### src/rtl/rgb_to_yuv_encoder_pkg.sv
// Shared definitions for the RGB-to-YUV encoder: FSM states, BT.601 coefficients
// (2^16 scale), rounding constant and the small saturate/average helpers.
package rgb_to_yuv_encoder_pkg;

    typedef enum logic [2:0] {
        S_ENC_IDLE,
        S_ENC_RD,
        S_ENC_CONV,
        S_ENC_WR,
        S_ENC_DONE
    } state_encoder_t;

    localparam logic signed [31:0] C_YR = 32'sd16843;
    localparam logic signed [31:0] C_YG = 32'sd33030;
    localparam logic signed [31:0] C_YB = 32'sd6423;
    localparam logic signed [31:0] C_UR = -32'sd9699;
    localparam logic signed [31:0] C_UG = -32'sd19071;
    localparam logic signed [31:0] C_UB = 32'sd28770;
    localparam logic signed [31:0] C_VR = 32'sd28770;
    localparam logic signed [31:0] C_VG = -32'sd24117;
    localparam logic signed [31:0] C_VB = -32'sd4653;

    localparam logic signed [31:0] ROUND_CONST = 32'sd32768;

    function automatic logic [7:0] clip_u8(input logic signed [31:0] x);
        if (x < 0)
            return '0;
        else if (x > 32'sd255)
            return '1;
        else
            return x[7:0];
    endfunction

    function automatic logic [7:0] avg_u8(input logic [7:0] a, input logic [7:0] b);
        logic [8:0] s;
        s = {1'b0, a} + {1'b0, b} + 9'd1;
        return s[8:1];
    endfunction

endpackage

### src/rtl/rgb_to_yuv_encoder_pixel.sv
// Per-pixel BT.601 converter: stage 1 registers the nine products, stage 2
// registers the rounded, offset and saturated Y/U/V. Latency is exactly 2.
module rgb_to_yuv_pixel
    import rgb_to_yuv_encoder_pkg::*;
(
    input  logic       clk,
    input  logic       rst_n,
    input  logic       pix_valid,
    input  logic [7:0] r,
    input  logic [7:0] g,
    input  logic [7:0] b,
    output logic       res_valid,
    output logic [7:0] y,
    output logic [7:0] u,
    output logic [7:0] v
);

    logic signed [31:0] prod [9];
    logic               stage1_valid;
    logic signed [31:0] r_s, g_s, b_s;
    logic signed [31:0] sum_y, sum_u, sum_v;

    assign r_s = $signed({24'd0, r});
    assign g_s = $signed({24'd0, g});
    assign b_s = $signed({24'd0, b});

    always_ff @(posedge clk or negedge rst_n) begin
        if (!rst_n) begin
            stage1_valid <= 1'b0;
            for (int unsigned i = 0; i < 9; i++)
                prod[i] <= '0;
        end else begin
            stage1_valid <= pix_valid;
            prod[0] <= r_s * C_YR;
            prod[1] <= g_s * C_YG;
            prod[2] <= b_s * C_YB;
            prod[3] <= r_s * C_UR;
            prod[4] <= g_s * C_UG;
            prod[5] <= b_s * C_UB;
            prod[6] <= r_s * C_VR;
            prod[7] <= g_s * C_VG;
            prod[8] <= b_s * C_VB;
        end
    end

    always_comb begin
        sum_y = prod[0] + prod[1] + prod[2] + ROUND_CONST;
        sum_u = prod[3] + prod[4] + prod[5] + ROUND_CONST;
        sum_v = prod[6] + prod[7] + prod[8] + ROUND_CONST;
    end

    always_ff @(posedge clk or negedge rst_n) begin
        if (!rst_n) begin
            res_valid <= 1'b0;
            y         <= '0;
            u         <= '0;
            v         <= '0;
        end else begin
            res_valid <= stage1_valid;
            y         <= clip_u8((sum_y >>> 16) + 32'sd16);
            u         <= clip_u8((sum_u >>> 16) + 32'sd128);
            v         <= clip_u8((sum_v >>> 16) + 32'sd128);
        end
    end

endmodule

### src/rtl/rgb_to_yuv_encoder.sv
// Reads 4-pixel RGB groups from SRAM, converts them to BT.601 YUV and writes
// planar Y plus 2:1 horizontally decimated U/V back, 18 cycles per group.
module rgb_to_yuv_encoder
    import rgb_to_yuv_encoder_pkg::*;
#(
    parameter int unsigned NUM_GROUPS = 19200,
    parameter logic [17:0] Y_OFFSET   = 18'd0,
    parameter logic [17:0] U_OFFSET   = 18'd38400,
    parameter logic [17:0] V_OFFSET   = 18'd57600,
    parameter logic [17:0] RGB_OFFSET = 18'd146944
) (
    input  logic        Clock_50,
    input  logic        Resetn,
    input  logic        Start,
    output logic        Done,
    output logic [17:0] SRAM_address,
    output logic [15:0] SRAM_write_data,
    output logic        SRAM_we_n,
    input  logic [15:0] SRAM_read_data
);

    localparam logic [14:0] LAST_GROUP = 15'(NUM_GROUPS - 1);

    state_encoder_t state, state_nxt;
    logic [4:0]  step;
    logic [14:0] grp;
    logic [15:0] word [6];
    logic [7:0]  ypix [4];
    logic [7:0]  upix [4];
    logic [7:0]  vpix [4];
    logic [4:0]  word_idx, res_idx;
    logic [17:0] src_base, y_base;
    logic        pix_valid, res_valid;
    logic [7:0]  pix_r, pix_g, pix_b, res_y, res_u, res_v;
    logic [17:0] addr_nxt;
    logic [15:0] data_nxt;
    logic        we_n_nxt, done_nxt;

    assign src_base = RGB_OFFSET + 18'({grp, 2'b00}) + 18'({grp, 1'b0});
    assign y_base   = Y_OFFSET + 18'({grp, 1'b0});
    assign word_idx = step - 5'd3;
    assign res_idx  = step - 5'd10;

    always_ff @(posedge Clock_50 or negedge Resetn) begin
        if (!Resetn)
            state <= S_ENC_IDLE;
        else
            state <= state_nxt;
    end

    // step runs 0..17 across RD (0-7), CONV (8-13) and WR (14-17) of one group
    always_comb begin
        state_nxt = state;
        unique case (state)
            S_ENC_IDLE: if (Start) state_nxt = S_ENC_RD;
            S_ENC_RD:   if (step == 5'd7) state_nxt = S_ENC_CONV;
            S_ENC_CONV: if (step == 5'd13) state_nxt = S_ENC_WR;
            S_ENC_WR:   if (step == 5'd17) state_nxt = (grp == LAST_GROUP) ? S_ENC_DONE : S_ENC_RD;
            S_ENC_DONE: state_nxt = S_ENC_IDLE;
            default:    state_nxt = S_ENC_IDLE;
        endcase
    end

    always_ff @(posedge Clock_50 or negedge Resetn) begin
        if (!Resetn) begin
            step <= '0;
            grp  <= '0;
        end else begin
            if (state == S_ENC_IDLE || state == S_ENC_DONE)
                step <= '0;
            else
                step <= (step == 5'd17) ? 5'd0 : step + 5'd1;
            if (state == S_ENC_DONE)
                grp <= '0;
            else if (state == S_ENC_WR && step == 5'd17 && grp != LAST_GROUP)
                grp <= grp + 15'd1;
        end
    end

    // Registered address lags the step by one cycle and the SRAM adds two more,
    // so word k is captured at the end of step k+3 (the last one in CONV step 8).
    always_ff @(posedge Clock_50 or negedge Resetn) begin
        if (!Resetn) begin
            for (int unsigned i = 0; i < 6; i++)
                word[i] <= '0;
            for (int unsigned i = 0; i < 4; i++) begin
                ypix[i] <= '0;
                upix[i] <= '0;
                vpix[i] <= '0;
            end
        end else begin
            if ((state == S_ENC_RD && step >= 5'd3) || (state == S_ENC_CONV && step == 5'd8))
                word[word_idx[2:0]] <= SRAM_read_data;
            if (state == S_ENC_CONV && res_valid) begin
                ypix[res_idx[1:0]] <= res_y;
                upix[res_idx[1:0]] <= res_u;
                vpix[res_idx[1:0]] <= res_v;
            end
        end
    end

    // CONV steps 8..11 feed pixels 0..3; step[1:0] is the pixel index there
    always_comb begin
        pix_valid = (state == S_ENC_CONV) && (step <= 5'd11);
        unique case (step[1:0])
            2'd0:    {pix_r, pix_g, pix_b} = {word[0], word[1][15:8]};
            2'd1:    {pix_r, pix_g, pix_b} = {word[1][7:0], word[2]};
            2'd2:    {pix_r, pix_g, pix_b} = {word[3], word[4][15:8]};
            default: {pix_r, pix_g, pix_b} = {word[4][7:0], word[5]};
        endcase
    end

    rgb_to_yuv_pixel u_pixel (
        .clk       (Clock_50),
        .rst_n     (Resetn),
        .pix_valid (pix_valid),
        .r         (pix_r),
        .g         (pix_g),
        .b         (pix_b),
        .res_valid (res_valid),
        .y         (res_y),
        .u         (res_u),
        .v         (res_v)
    );

    always_comb begin
        addr_nxt = SRAM_address;
        data_nxt = SRAM_write_data;
        we_n_nxt = 1'b1;
        done_nxt = 1'b0;
        unique case (state)
            S_ENC_RD: if (step <= 5'd5) addr_nxt = src_base + 18'(step);
            S_ENC_WR: begin
                we_n_nxt = 1'b0;
                unique case (step)
                    5'd14: begin
                        addr_nxt = y_base;
                        data_nxt = {ypix[0], ypix[1]};
                    end
                    5'd15: begin
                        addr_nxt = y_base + 18'd1;
                        data_nxt = {ypix[2], ypix[3]};
                    end
                    5'd16: begin
                        addr_nxt = U_OFFSET + 18'(grp);
                        data_nxt = {avg_u8(upix[0], upix[1]), avg_u8(upix[2], upix[3])};
                    end
                    default: begin
                        addr_nxt = V_OFFSET + 18'(grp);
                        data_nxt = {avg_u8(vpix[0], vpix[1]), avg_u8(vpix[2], vpix[3])};
                    end
                endcase
            end
            S_ENC_DONE: done_nxt = 1'b1;
            default: ;
        endcase
    end

    always_ff @(posedge Clock_50 or negedge Resetn) begin
        if (!Resetn) begin
            SRAM_address    <= '0;
            SRAM_write_data <= '0;
            SRAM_we_n       <= 1'b1;
            Done            <= 1'b0;
        end else begin
            SRAM_address    <= addr_nxt;
            SRAM_write_data <= data_nxt;
            SRAM_we_n       <= we_n_nxt;
            Done            <= done_nxt;
        end
    end

endmodule

### config.mk
export PLATFORM = sky130hd
export DESIGN_NAME = rgb_to_yuv_encoder
export DESIGN_NICKNAME = d
export VERILOG_FILES = /design/src/rtl/rgb_to_yuv_encoder_pkg.sv /design/src/rtl/rgb_to_yuv_encoder_pixel.sv /design/src/rtl/rgb_to_yuv_encoder.sv
export SDC_FILE = /design/constraint.sdc
export NUM_CORES = 2
export LEC_CHECK = 0
export CORE_MARGIN = 4
export CORE_UTILIZATION = 40
export DETAILED_ROUTE_END_ITERATION = 10
export PLACE_DENSITY = 0.66
export SLEW_MARGIN = 40
export SYNTH_ARGS = -nofsm -noshare
export SYNTH_HDL_FRONTEND = slang
export SYNTH_HIERARCHICAL = 1
export SYNTH_SLANG_ARGS = --single-unit
### constraint.sdc
create_clock -name Clock_50 -period 7.3 [get_ports Clock_50]
set_input_delay 1.46 -clock Clock_50 [delete_from_list [all_inputs] [get_ports Clock_50]]
set_output_delay 1.46 -clock Clock_50 [all_outputs]
set_load 0.005 [all_outputs]
== After elaboration in Yosys (flattened, before gate mapping) ==
Cells that the tools add are included.

* Bits in registers: 562
* Input port bits: 19
* Output and inout bits: 36
* Logic and storage cells: 162

* $add $sub $neg: 30
* $mul: 9
* Order comparisons: 13
* Eq/ne operators: 20
* Muxes and demuxes: 33
* Bitwise gates (word level): 2
* Reductions and logical operators: 16

{| class="wikitable"
|+ Operators by type and width
! operator !! number
|-
| $add A32 B32 Y32 || 6
|-
| $add A32 B17 Y32 const B || 3
|-
| $bwmux W32 || 3
|-
| $bwmux W96 || 1
|-
| $gt A32 B9 Y1 const B || 3
|-
| $lt A32 B1 Y1 const B || 3
|-
| $pmux W8 S3 || 3
|-
| $mux W8 || 7
|-
| $pmux W17 S3 || 1
|-
| $mul A9 B16 Y25 const B || 2
|-
| $demux W16 S3 || 1
|-
| $pmux W16 S3 || 1
|-
| $mul A8 B15 Y23 const B || 2
|-
| $mul A8 B14 Y22 const B || 2
|-
| $add A8 B8 Y9 || 4
|-
| $add A9 B1 Y9 const B || 4
|-
| $pmux W18 S2 || 1
|-
| $add A16 B15 Y17 const A || 2
|-
| $add A16 B9 Y17 const B || 2
|-
| $mux W15 || 2
|-
| $mul A9 B15 Y24 const B || 1
|-
| $mul A9 B14 Y23 const B || 1
|-
| $mul A8 B13 Y21 const B || 1
|-
| $eq A5 B4 Y1 const B || 4
|-
| 43 further kinds || 63
|}

== Depth between registers and ports, before layout ==
* Depth in word-level cells: 7
* Depth in mapped cells: 26
* Mapped depth without buffers: 26

== By module ==
Netlist, hierarchy kept.

{| class="wikitable"
|+ Modules (own cells, without submodules)
! module !! instances !! cells an instance !! area an instance (um2) !! seq. area each (um2)
|-
| rgb_to_yuv_pixel || 1 || 2530 || 26012.4 || 5605.4
|-
| rgb_to_yuv_encoder || 1 || 1171 || 13279.0 || 6282.3
|}

== Worst setup path before layout ==
No wires, ideal clock.

* Path type: reg2reg
* Start point: register step[0]
* End point: register u_pixel/prod[183] (netlist bit)
* Arrival time: 6.643 ns
* Required time: 7.166 ns
* Path slack: 0.523 ns
* Stages on the path, launching flop included: 25
* Clock period less this slack: 6.777 ns
* Cells stage by stage: dfrtp_1 > ha_1 > clkbuf_1 > clkbuf_1 > buf_1 > mux2i_1 > inv_1 > fa_1 > inv_1 > ha_1 > inv_1 > fa_1 > fa_1 > inv_1 > ha_1 > nor2b_1 > o21ai_0 > a21boi_0 > o21ai_0 > a211o_1 > o21ai_0 > o41ai_1 > o21ai_0 > o41ai_1 > xnor2_1

* Word-level cells in the longest chain between the ends: 3
* Elaborated cells between the ends (all ways): 5

{| class="wikitable"
|+ RTL lines
! item !! RTL line !! text
|-
| start: declaration || rgb_to_yuv_encoder.sv:25 || <nowiki>logic [4:0] step;</nowiki>
|-
| start signal: assignment || rgb_to_yuv_encoder.sv:72 || <nowiki>step <= (step == 5'd17) ? 5'd0 : step + 5'd1;</nowiki>
|-
| $eq A2 B2 Y1 (tied with other cells) || rgb_to_yuv_encoder.sv:105 || <nowiki>unique case (step[1:0])</nowiki>
|-
| $pmux W8 S3 * || rgb_to_yuv_encoder.sv:105 ||
|-
| via pix_r[5] || rgb_to_yuv_encoder.sv:34 || <nowiki>logic [7:0] pix_r, pix_g, pix_b, res_y, res_u, res_v;</nowiki>
|-
| $mul A9 B15 Y24 * || rgb_to_yuv_encoder_pixel.sv:37 || <nowiki>prod[3] <= r_s * C_UR;</nowiki>
|-
| end: declaration || rgb_to_yuv_encoder_pixel.sv:18 || <nowiki>logic signed [31:0] prod [9];</nowiki>
|}

Mark *: on every way through the listed nets, which the timed path passes. The rest lies on a longest branch.
A chain may end at the register's enable or synchronous reset.

== Worst setup path after layout ==
* Start point: register step[1]
* End point: register u_pixel/prod[55] (netlist bit)

* Word-level cells in the longest chain between the ends: 3
* Elaborated cells between the ends (all ways): 5

{| class="wikitable"
|+ RTL lines
! item !! RTL line !! text
|-
| $eq A2 B2 Y1 (tied with other cells) || rgb_to_yuv_encoder.sv:105 ||
|-
| $pmux W8 S3 * || rgb_to_yuv_encoder.sv:105 ||
|-
| via pix_g[7] || rgb_to_yuv_encoder.sv:34 ||
|-
| $mul A9 B16 Y25 * || rgb_to_yuv_encoder_pixel.sv:41 || <nowiki>prod[7] <= g_s * C_VG;</nowiki>
|}

Marks and branches as above.

==> parameters.txt <==
Parameter                              Value

CTS
  Post-CTS resize count    0
  Root buf cell    sky130_fd_sc_hd__clkbuf_16
  Clock-pin slew on the worst setup and hold paths    about 0.06 ns
  Hold bufs inserted after CTS    0
  Clock network latency to the later pin of the worst-skew pair    just over 0.6 ns
  Clk sinks    approximately 480
  Number of clock buffers inserted by TritonCTS    53
  Number of buffers between clock root and the deepest sink    3
  Number of buffers added for setup after CTS    0
  Clock tree from TritonCTS    done
  Maximum level of the CTS H-tree    2

Synthesis
  Total of warnings raised by yosys    6
  Post-synthesis net count    4621
  Cells after Synth    3701
  Number of flops mapped to enable cells by yosys    0
  Total of flip-flops plus latches after synthesis    475
  Cell type with the largest total area after synthesis    sky130_fd_sc_hd__dfrtp_1
  Leading register cell type out of synthesis    sky130_fd_sc_hd__dfrtp_1
  Synth top area cells    sky130_fd_sc_hd__dfrtp_1, sky130_fd_sc_hd__ha_1, sky130_fd_sc_hd__fa_1, sky130_fd_sc_hd__inv_1, sky130_fd_sc_hd__mux2_2
  Sequential-to-total area share from yosys stat    30.3%
  Share of synthesized flip-flops with an asynchronous set or reset    100%
  Mean area per synthesized cell    10.6 um2
  Synthesized cell area    ~0.04 mm2
  Proportion of netlist area held by the largest area contributor    30.2%
  Distinct cell type count after synthesis    93

GRT
  Total global routing track utilization    19.4%
  Vias in the first global route    28100
  Number of antenna violations at the first check in global routing    5
  Global-route wire length before repair    158 mm
  Remaining global-route overflow    0
  Pin count of the biggest net entering global routing    149

Routing
  Final routed DRC violation total    0
  Vias per std cell    ~5.4
  Number of search-and-repair iterations in the first detailed-routing pass    9
  Number of vias after detailed routing    27600
  Avg WL per Cell    approximately 19 um
  Detailed Route WL    between 90 and 100 mm
  Remaining antenna violation count after routing    0
  Initial DRC count    ~2000

STA
  Max Freq    0.152 GHz
  Period minus WS final    6.56 ns
  Sum Neg Setup Slack    0 ns
  Slew Limit Fails    0
  Count of endpoints failing setup in the final report    0
  RSZ-0062 raised after global routing    no
  Share of the cycle needed by the critical path after routing    89.9%
  Final worst slack    between 0.7 and 0.8 ns
  Worst slew slack as a fraction of its limit    46.2%
  Setup skew after layout    0.0330 ns
  Worst slew pin tran    0.802 ns
  Final hold violation count    0
  Post-route worst hold slack    0.353 ns

Floorplan
  Core footprint    just under 0.1 mm2
  Initial core utilization    about two fifths
  Total I/O pin count    55
  Site row count    114
  Vertical die dimension    321 um
  Chip Width    321 um
  Area of the die    0.103 mm2

Job
  Maxcap violations    0

Run status
  Status    finished clean

Setup path
  Classification of the worst setup path    reg2reg
  Maximum net fanout on the critical path    16
  Required time at the endpoint of the critical path    roughly 7.8 ns
  Worst setup path startpoint    step[1]
  Kind of end point of the critical path    register
  RR Startpoint    step[1]
  Endpoint arrival time on the critical path    ~7 ns
  Element type at the critical path start    register

Placed design
  Port Buffer Count    54
  Post-DP HPWL    79.9 mm
  GP Congestion    approximately 0.95
  Post-placement setup slack    0.856 ns

Layout
  Post-layout util    44.8%
  Area overhead of the layout relative to synthesis    10.8%
  NumNets Final    4722
  Layout cell share with drive strength beyond 1    9.47%

Worst hold path
  Launch instance of the worst min-delay path    u_pixel/stage1_valid
  Worst hold path type    reg2reg
==> cell type report <==
class	count	area (um2)
Fill cell	8995	53600
Multi-Input combinational cell	2665	25300
Sequential cell	475	11900
Inverter	496	1860
Tap cell	1276	1600
Clock buffer	74	1550
Timing Repair Buffer	111	1060
Clock inverter	24	297
Antenna cell	2	5.00
==> registers in the layout, summed over array words and instances (netlist names) <==
register	count
u_pixel/prod	198
word	96
upix	32
vpix	32
ypix	32
SRAM_address	18
SRAM_write_data	16
grp	15
u_pixel/u	8
u_pixel/v	8
u_pixel/y	8
step	5
state	3
Done	1
SRAM_we_n	1
u_pixel/res_valid	1
u_pixel/stage1_valid	1
==> path summary, 6_finish.rpt <==
kind | to | slack, ns | depth (start not counted)
max reg2reg | u_pixel/prod[55] | 0.74 | 22
max | u_pixel/prod[55] | 0.74 | 22
max in group asynchronous | ypix[25] | 5.07 | 3
min in group asynchronous | u_pixel/prod[13] | 0.87 | 1
min | u_pixel/res_valid | 0.35 | 0
min reg2reg | u_pixel/res_valid | 0.35 | 0
==> kinds of logic after synthesis <==
group	count (synthesis)	share of synthesized area, %
DFF	475	30.3
and+or+nand+nor	647	8.05
adders and majority gates	902	33.5
xor gates and xnor gates	225	5.02
muxes	217	6.09
buffers and inverters	561	5.47
AOI/OAI and AO/OA	674	11.6
==> cells in the final DEF (no fill, tap or decap), types with 9 or more instances in the layout <==
cell type / n
sky130_fd_sc_hd__a211oi_1: 39
sky130_fd_sc_hd__xor2_1: 67
sky130_fd_sc_hd__dfrtp_1: 474
sky130_fd_sc_hd__ha_1: 648
sky130_fd_sc_hd__nand4_1: 17
sky130_fd_sc_hd__a41oi_1: 12
sky130_fd_sc_hd__a21o_1: 45
sky130_fd_sc_hd__a31oi_1: 34
sky130_fd_sc_hd__buf_4: 48
sky130_fd_sc_hd__and3_1: 27
sky130_fd_sc_hd__o21ai_0: 126
sky130_fd_sc_hd__nand3_1: 57
sky130_fd_sc_hd__nor2_1: 190
sky130_fd_sc_hd__a211o_1: 11
sky130_fd_sc_hd__inv_1: 495
sky130_fd_sc_hd__a221oi_1: 24
sky130_fd_sc_hd__clkbuf_1: 9
sky130_fd_sc_hd__or2_2: 16
sky130_fd_sc_hd__nor2b_1: 35
sky130_fd_sc_hd__clkbuf_8: 10
sky130_fd_sc_hd__o21bai_1: 21
sky130_fd_sc_hd__mux2_1: 20
sky130_fd_sc_hd__fa_1: 251
sky130_fd_sc_hd__a21boi_0: 12
sky130_fd_sc_hd__mux2i_1: 34
sky130_fd_sc_hd__mux2_2: 158
sky130_fd_sc_hd__nand2_1: 150
sky130_fd_sc_hd__and2_1: 12
sky130_fd_sc_hd__xnor2_1: 158
sky130_fd_sc_hd__clkbuf_16: 55
sky130_fd_sc_hd__clkinv_2: 11
sky130_fd_sc_hd__or3_1: 15
sky130_fd_sc_hd__a21oi_1: 181
sky130_fd_sc_hd__o211ai_1: 16
sky130_fd_sc_hd__nand2b_1: 30
sky130_fd_sc_hd__clkdlybuf4s50_1: 53
sky130_fd_sc_hd__o31ai_1: 9
sky130_fd_sc_hd__a222oi_1: 24
sky130_fd_sc_hd__nor3_1: 48
sky130_fd_sc_hd__o21a_1: 25
==> worst max-delay path: stages (launching register included) <==
cell and delay (ns):
sky130_fd_sc_hd__dfrtp_1 0.46, sky130_fd_sc_hd__inv_1 0.15, sky130_fd_sc_hd__ha_1 0.50, sky130_fd_sc_hd__buf_4 0.34, sky130_fd_sc_hd__a222oi_1 0.10, sky130_fd_sc_hd__mux2i_1 0.38, sky130_fd_sc_hd__inv_1 0.10, sky130_fd_sc_hd__ha_1 0.28
sky130_fd_sc_hd__buf_4 0.18, sky130_fd_sc_hd__ha_1 0.33, sky130_fd_sc_hd__inv_1 0.08, sky130_fd_sc_hd__fa_1 0.53, sky130_fd_sc_hd__fa_1 0.51, sky130_fd_sc_hd__inv_1 0.04, sky130_fd_sc_hd__ha_1 0.32, sky130_fd_sc_hd__a21oi_1 0.22
sky130_fd_sc_hd__o21ai_1 0.14, sky130_fd_sc_hd__a41oi_1 0.29, sky130_fd_sc_hd__a21oi_1 0.17, sky130_fd_sc_hd__a41o_1 0.32, sky130_fd_sc_hd__o41ai_1 0.59, sky130_fd_sc_hd__mux2i_1 0.27, sky130_fd_sc_hd__o2111ai_1 0.13
==> per-stage QoR <==
| stage | cell area [um2] | instances |
|---|---|---|
| floorplan | 39300 | 3701 |
| global placement | 41600 | 5017 |
| detailed placement | 41700 | 5022 |
| CTS | 43500 | 5120 |
| global route | 43500 | 5121 |
| finish | 43500 | 5123 |
==> synthesized netlist by cell type, drive strengths merged, types with 9 or more instances <==
cell type and number:
fa 251, nand4 17, or2 19, xnor2 158
a22oi 9, mux2 178, a221oi 24, nor2b 35
a21boi 12, o211ai 16, nor3 52, and3 29
dfrtp 474, o21ai 131, inv 496, xor2 67
nor2 192, a41oi 12, o21a 26, a211oi 41
o31ai 9, a211o 11, or3 15, mux2i 39
o21bai 21, buf 23, ha 650, a222oi 24
a21o 45, clkbuf 42, a31oi 35, a21oi 181
nand3 59, nand2b 30, nand2 150, and2 13
==> metal layers <==
| metal | track usage, % | routed length [um] | share of wire (%) |
|---|---|---|---|
| met5 | 0 | 0 | 0 |
| met4 | 5.37 | 2700 | 2.7 |
| met3 | 2.69 | 4450 | 4.5 |
| met2 | 31.8 | 46200 | 46 |
| met1 | 27.0 | 46100 | 46 |
Power is not shown: default switching activity piles up to over one toggle a cycle in this logic, so the estimate is an artifact.
